`src/rtl/ps_bram_result_writer.sv`:
```
// ps_bram_result_writer: buffers 256-bit result words and
// writes them to the PS BRAM as four 64-bit beats each.
module ps_bram_result_writer #(
  parameter int IN_WIDTH          = 256,
  parameter int PS_BRAM_DATAWIDTH = 64,
  parameter int BRAM_ADDR_WIDTH   = 13,
  parameter int FIFO_DEPTH        = 4,
  parameter int COUNT_WIDTH       = 11
) (
  input  logic                       clk_fast,
  input  logic                       reset,
  input  logic                       start,
  input  logic [BRAM_ADDR_WIDTH-1:0] base_addr,
  input  logic [COUNT_WIDTH-1:0]     word_count,
  input  logic [IN_WIDTH-1:0]        in_data,
  input  logic                       in_valid,
  output logic                       in_ready,
  input  logic                       PS_BRAM_busy,
  output logic                       bram_we,
  output logic [BRAM_ADDR_WIDTH-1:0] bram_addr,
  output logic [PS_BRAM_DATAWIDTH-1:0] bram_wdata,
  output logic                       active,
  output logic                       done,
  output logic                       overflow,
  output logic                       addr_err
);

  localparam int AW   = BRAM_ADDR_WIDTH;
  localparam int PW   = PS_BRAM_DATAWIDTH;
  localparam int CW   = COUNT_WIDTH;
  localparam int PTRW = $clog2(FIFO_DEPTH);

  localparam logic [PTRW:0] FULL_OCC = (PTRW+1)'(FIFO_DEPTH);

  localparam logic [1:0] S_IDLE  = 2'd0;
  localparam logic [1:0] S_RUN   = 2'd1;
  localparam logic [1:0] S_FLUSH = 2'd2;
  localparam logic [1:0] S_DONE  = 2'd3;

  logic [1:0]          state, state_nx;
  logic [IN_WIDTH-1:0] mem [FIFO_DEPTH];
  logic [PTRW-1:0]     wr_ptr, rd_ptr;
  logic [PTRW:0]       occ, occ_nx;
  logic [CW-1:0]       cnt_tgt, rcvd;
  logic [AW:0]         next_addr, ser_addr, beat_addr;
  logic [IN_WIDTH-1:0] ser_data;
  logic [PW-1:0]       beat_data;
  logic [1:0]          beat;
  logic                ser_valid, busy_q;
  logic                fifo_full, fifo_empty;
  logic                push, drop, pop, issue;
  logic                start_ok, write_ok;

  assign fifo_full  = (occ == FULL_OCC);
  assign fifo_empty = (occ == '0);
  assign start_ok   = (state == S_IDLE) && start;
  assign push  = (state == S_RUN) && in_valid && !fifo_full;
  assign drop  = (state == S_RUN) && in_valid && fifo_full;
  assign issue = (ser_valid || !fifo_empty) && !busy_q;
  assign pop   = !fifo_empty &&
                 (!ser_valid || (issue && beat == 2'd3));

  // Pick the beat on offer: FIFO head when the serializer is empty.
  always_comb begin
    if (ser_valid) begin
      beat_addr = ser_addr + (AW+1)'(beat);
      beat_data = ser_data[int'(beat)*PW +: PW];
    end else begin
      beat_addr = next_addr;
      beat_data = mem[rd_ptr][PW-1:0];
    end
  end

  assign write_ok = issue && !beat_addr[AW];

  // Next FIFO occupancy from push/pop.
  always_comb begin
    occ_nx = occ;
    if (push && !pop) occ_nx = occ + (PTRW+1)'(1);
    else if (pop && !push) occ_nx = occ - (PTRW+1)'(1);
  end

  // Frame state sequencing.
  always_comb begin
    state_nx = state;
    unique case (state)
      S_IDLE:
        if (start)
          state_nx = (word_count == '0) ? S_DONE : S_RUN;
      S_RUN:
        if (in_valid && (rcvd + CW'(1) == cnt_tgt))
          state_nx = S_FLUSH;
      S_FLUSH:
        if (fifo_empty && !ser_valid) state_nx = S_DONE;
      S_DONE:
        state_nx = S_IDLE;
      default:
        state_nx = S_IDLE;
    endcase
  end

  // FIFO storage is not reset; occupancy alone marks it empty.
  always_ff @(posedge clk_fast) begin
    if (push) mem[wr_ptr] <= in_data;
  end

  // Control, FIFO pointers, serializer and registered outputs.
  always_ff @(posedge clk_fast or negedge reset) begin
    if (!reset) begin
      state      <= S_IDLE;
      wr_ptr     <= '0;
      rd_ptr     <= '0;
      occ        <= '0;
      cnt_tgt    <= '0;
      rcvd       <= '0;
      next_addr  <= '0;
      ser_addr   <= '0;
      ser_data   <= '0;
      beat       <= '0;
      ser_valid  <= 1'b0;
      busy_q     <= 1'b0;
      in_ready   <= 1'b0;
      bram_we    <= 1'b0;
      bram_addr  <= '0;
      bram_wdata <= '0;
      active     <= 1'b0;
      done       <= 1'b0;
      overflow   <= 1'b0;
      addr_err   <= 1'b0;
    end else begin
      state  <= state_nx;
      occ    <= occ_nx;
      busy_q <= PS_BRAM_busy;
      if (push) wr_ptr <= wr_ptr + PTRW'(1);
      if (start_ok) begin
        cnt_tgt   <= word_count;
        rcvd      <= '0;
        next_addr <= {1'b0, base_addr};
      end else if (pop) begin
        next_addr <= next_addr + (AW+1)'(4);
      end
      if ((state == S_RUN) && in_valid) rcvd <= rcvd + CW'(1);
      if (pop) begin
        rd_ptr    <= rd_ptr + PTRW'(1);
        ser_data  <= mem[rd_ptr];
        ser_addr  <= next_addr;
        ser_valid <= 1'b1;
        beat      <= (!ser_valid && issue) ? 2'd1 : 2'd0;
      end else if (ser_valid && issue) begin
        beat <= beat + 2'd1;
        if (beat == 2'd3) ser_valid <= 1'b0;
      end
      bram_we <= write_ok;
      if (write_ok) begin
        bram_addr  <= beat_addr[AW-1:0];
        bram_wdata <= beat_data;
      end
      if (start_ok) overflow <= 1'b0;
      else if (drop) overflow <= 1'b1;
      if (start_ok) addr_err <= 1'b0;
      else if (issue && beat_addr[AW]) addr_err <= 1'b1;
      done     <= (state_nx == S_DONE);
      active   <= (state_nx == S_RUN) || (state_nx == S_FLUSH);
      in_ready <= (state_nx == S_RUN) && (occ_nx != FULL_OCC);
    end
  end

endmodule
```
`config.mk`:
```
export PLATFORM = sky130hd
export DESIGN_NAME = ps_bram_result_writer
export DESIGN_NICKNAME = d
export VERILOG_FILES = /design/src/rtl/ps_bram_result_writer.sv
export SDC_FILE = /design/constraint.sdc
export NUM_CORES = 2
export LEC_CHECK = 0
export CORE_ASPECT_RATIO = 0.7
export CORE_MARGIN = 4
export CORE_UTILIZATION = 34
export DETAILED_ROUTE_END_ITERATION = 10
export GPL_ROUTABILITY_DRIVEN = 0
export GPL_TIMING_DRIVEN = 0
export PLACE_DENSITY = 0.54
export SETUP_SLACK_MARGIN = 0.05
export SLEW_MARGIN = 20
export SYNTH_ARGS = -nofsm -noshare
export SYNTH_HDL_FRONTEND = slang
export SYNTH_SLANG_ARGS = --single-unit
```
`constraint.sdc`:
```
create_clock -name clk_fast -period 18.5 [get_ports clk_fast]
set_clock_uncertainty 0.2 [all_clocks]
set_input_delay 1.85 -clock clk_fast [delete_from_list [all_inputs] [get_ports clk_fast]]
set_output_delay 1.85 -clock clk_fast [all_outputs]
set_load 0.005 [all_outputs]
```
==> out/results.tsv <==
stage	metric	value	unit
worst_setup_path	Max FO, Critical Path	41	
logic_synthesis	most common cell in the synthesized netlist	edfxtp_1	
hold_path	Hold Crit Class	register to register	
finish	share of layout cells above drive strength 1	17.30	%
cts	Post-CTS Setup Inserts	0	
logic_synthesis	Top FF cell, synth	edfxtp_1	
timing	Slew @ Worst Pin	1.084	ns
worst_setup_path	crit-path cells	clkdlybuf4s50_1 > and3_1 > clkbuf_1 > and3_4 > buf_16 > buf_16 > buf_16 > buf_16	
cts	CTS tree	built	
power	P_leak	24.71	nW
worst_setup_path	cell mode on critical path	buf_16	
placement	dpl ws	13.06	ns
floorplan	Die Height	344.9	um
detailed_routing	WL/cell	24.90	um
placement	Post-DP Area	62490	sq um
floorplan	die span in x	489.3	um
global_route	GRT Total Usage	17.84	%
cts	CTS Buf Count	145	
power	VDD IR-drop max	89.09	uV
worst_setup_path	CP arrival	4.82	ns
run	max-cap violations	0	
worst_setup_path	CP startpoint kind	input port	
worst_setup_path	crit end category	register	
logic_synthesis	Async SR Flop Fraction	28.19	%
detailed_routing	Antenna Nets Post-Route	0	
worst_setup_path	Slowest-stage cell, CP	clkdlybuf4s50_1	
worst_setup_path	Worst EP required	18.73	ns
floorplan	full die area	168700	sq um
floorplan	initial core utilization	34.28	%
timing	Max Freq	218.0	MHz
logic_synthesis	Cell Area, Synth	55130	sq um
detailed_routing	via count	29690	
timing	Final WS setup	13.91	ns
global_route	GRT overflow	0	
global_route	largest net degree at the start of global routing	90	
floorplan	io pins	368	
logic_synthesis	Synth Instances	3227	
timing	max-slew violation count	0	
cts	root buf cell	clkbuf_16	
global_route	vias in the first global route	30140	
finish	Register Area	40810	sq um
power	Logic pwr share	31.1	%
cts	H-tree depth	4	
cts	clock buffer depth	3	
logic_synthesis	part of the Yosys area used for sequential elements	74.03	%
floorplan	Cell Rows	123	
timing	Min Hold Slack	0.2690	ns
power	P_int	7.569	mW
logic_synthesis	area leader, netlist	edfxtp_1	
power	total power	11.20	mW
global_route	initial antenna violation count	43	
timing	minimum clock period	4.587	ns
finish	Synth-to-Final Area Change	22.20	%
logic_synthesis	Mapped Nets	3527	
detailed_routing	Remaining DRCs	0	
power	Switch Pwr	3.628	mW
timing	Final TNS setup	0	ns
placement	quantity of I/O buffers inserted on ports	367	
timing	period utilisation layout	24.79	%
cts	# hold bufs at CTS	0	
logic_synthesis	Post-synth EDFFs	1024	
placement	DP HPWL	104.4	mm
timing	RSZ-0062 raised after global routing	false	
logic_synthesis	top cells by area, synth	edfxtp_1, dfrtp_1, mux4_2	
power	pwr/cell area	166.2	nW/um^2
cts	Clock transition at path regs	0.06	ns
logic_synthesis	Yosys cell types	55	
cts	Skew-Pair Late Insertion Delay	0.80	ns
detailed_routing	total wire length	150.5	mm
power	Reg power frac	42.3	%
finish	Fillers	14370	
logic_synthesis	Yosys top cell area share	55.78	%
global_route	first-pass GRT wire length	217.0	mm
power	sw frac	32.40	%
finish	design area	67370	sq um
timing	Hold Fails Final Rpt	0	
timing	count of final setup violators	0	
detailed_routing	DRT Pass-1 Iters	6	
cts	Post-CTS Resized	0	
worst_setup_path	critical path class	input port to register	
floorplan	Core Region	160800	sq um
finish	area of the multi-input gates	13500	sq um
finish	Final nets	4078	
logic_synthesis	Synthesis Warnings	0	
logic_synthesis	Post-synth top cells	edfxtp_1, nand2_1, dfrtp_1, mux4_2, clkbuf_1	
timing	relative slew slack	27.70	%
worst_setup_path	slowest stage delay, CP	0.57	ns
logic_synthesis	Synth Area per Inst	17.08	sq um
cts	clock sinks	1426	
outcome	run status	completed	
detailed_routing	DRT iter0 DRCs	2505	
power	clock share of power	26.6	%
detailed_routing	DR vias/cell	4.911	
logic_synthesis	Yosys reg bits	1426	
[metal layers]
layer	global-route usage, %	vias to the layer above	wire length [um]
met3	4.185	209	9339
met5	0	-	91
li1	-	13250	-
met1	25.95	15430	69110
met2	26.91	791	69180
met4	4.999	12	2805
[final cells by class]
class,count,area share [%]
buffer,171,1.172
tap,2125,3.947
sequential,1426,60.58
timing repair buffer,404,6.939
multi-input combinational,1613,20.04
clock inverter,82,1.269
clock buffer,189,5.891
antenna,19,0.07058
inverter,17,0.09472
[worst max-delay path, delay by kind of cell]
kind	cells	cell delay, ns
buffers and inverters	6	2.08
AND/OR/NAND/NOR	2	0.74
[registers in the layout (all words and copies together), names as in the netlist]
signal	flops
active	1
addr_err	1
beat	2
bram_addr	13
bram_wdata	64
bram_we	1
busy_q	1
cnt_tgt	11
done	1
in_ready	1
mem	1024
next_addr	14
occ	3
overflow	1
rcvd	11
rd_ptr	2
ser_addr	14
ser_data	256
ser_valid	1
state	2
wr_ptr	2
[per-stage QoR]
stage | std cells | utilization (%)
after floorplan | 3227 | -
after global placement | 5719 | 38.21
after detailed placement | 5756 | 38.86
after CTS | 6027 | 41.86
after global routing | 6036 | 41.87
final | 6046 | 41.89
[power groups by stage]
stage          logic [mW]  registers (mW)  clock network, mW
6_report             3.48            4.74               2.98
5_1_grt              3.81            4.81               3.19
4_1_cts              3.57            4.74               3.06
3_5_place_dp         3.56            4.80                  0
3_3_place_gp         3.43            5.07                  0
2_1_floorplan        2.15            4.77                  0
[cell families (layout without fill, tap and decap cells)]
family,count (synthesis),after routing,share of synthesized area [%]
fa+ha+maj,16,16,0.3722
buf+inv,188,863,1.518
mux,411,411,14.78
compound gates,151,151,1.566
xor+xnor,42,42,0.6673
other cells,0,19,0
simple gates,993,993,7.068
flops,1426,1426,74.03
[layout by cell type, fill, tap and decap left out, types with 6 or more instances in the layout]
master | Yosys | routed
o21ai_0 | 32 | 32
diode_2 | 0 | 19
bufinv_16 | 0 | 10
buf_16 | 0 | 34
nor2_1 | 94 | 94
nand2_1 | 839 | 839
clkbuf_16 | 0 | 149
xor2_1 | 15 | 15
clkinv_1 | 0 | 23
inv_1 | 17 | 17
clkdlybuf4s50_1 | 0 | 366
buf_4 | 9 | 9
buf_1 | 12 | 9
clkinv_4 | 0 | 7
dfrtp_1 | 402 | 402
xnor2_1 | 27 | 27
nand4_1 | 9 | 9
clkbuf_2 | 1 | 11
inv_16 | 0 | 7
buf_6 | 7 | 7
mux2i_1 | 68 | 68
ha_1 | 14 | 14
clkbuf_8 | 0 | 9
nor4_1 | 6 | 6
clkinv_2 | 0 | 20
a21oi_1 | 86 | 86
edfxtp_1 | 1024 | 1024
clkinvlp_4 | 0 | 7
mux4_2 | 320 | 320
mux2_2 | 23 | 23
nand3_1 | 10 | 10
buf_2 | 35 | 38
clkbuf_1 | 107 | 128
[path summary, 6_finish.rpt]
path                            slack, ns          start             to  cells past startpoint
max in group asynchronous           15.70          reset  ser_data[147]                      4
worst min-delay path                 0.27  ser_data[254]  ser_data[254]                      2
worst max register to register      14.52         occ[1]  ser_data[182]                     10
min in group asynchronous            0.68          reset        rcvd[4]                      1
worst max-delay path                13.91       in_valid    mem[1][147]                      8
worst min register to register       0.27  ser_data[254]  ser_data[254]                      2
No activity file was read; power rests on OpenSTA's default activity.
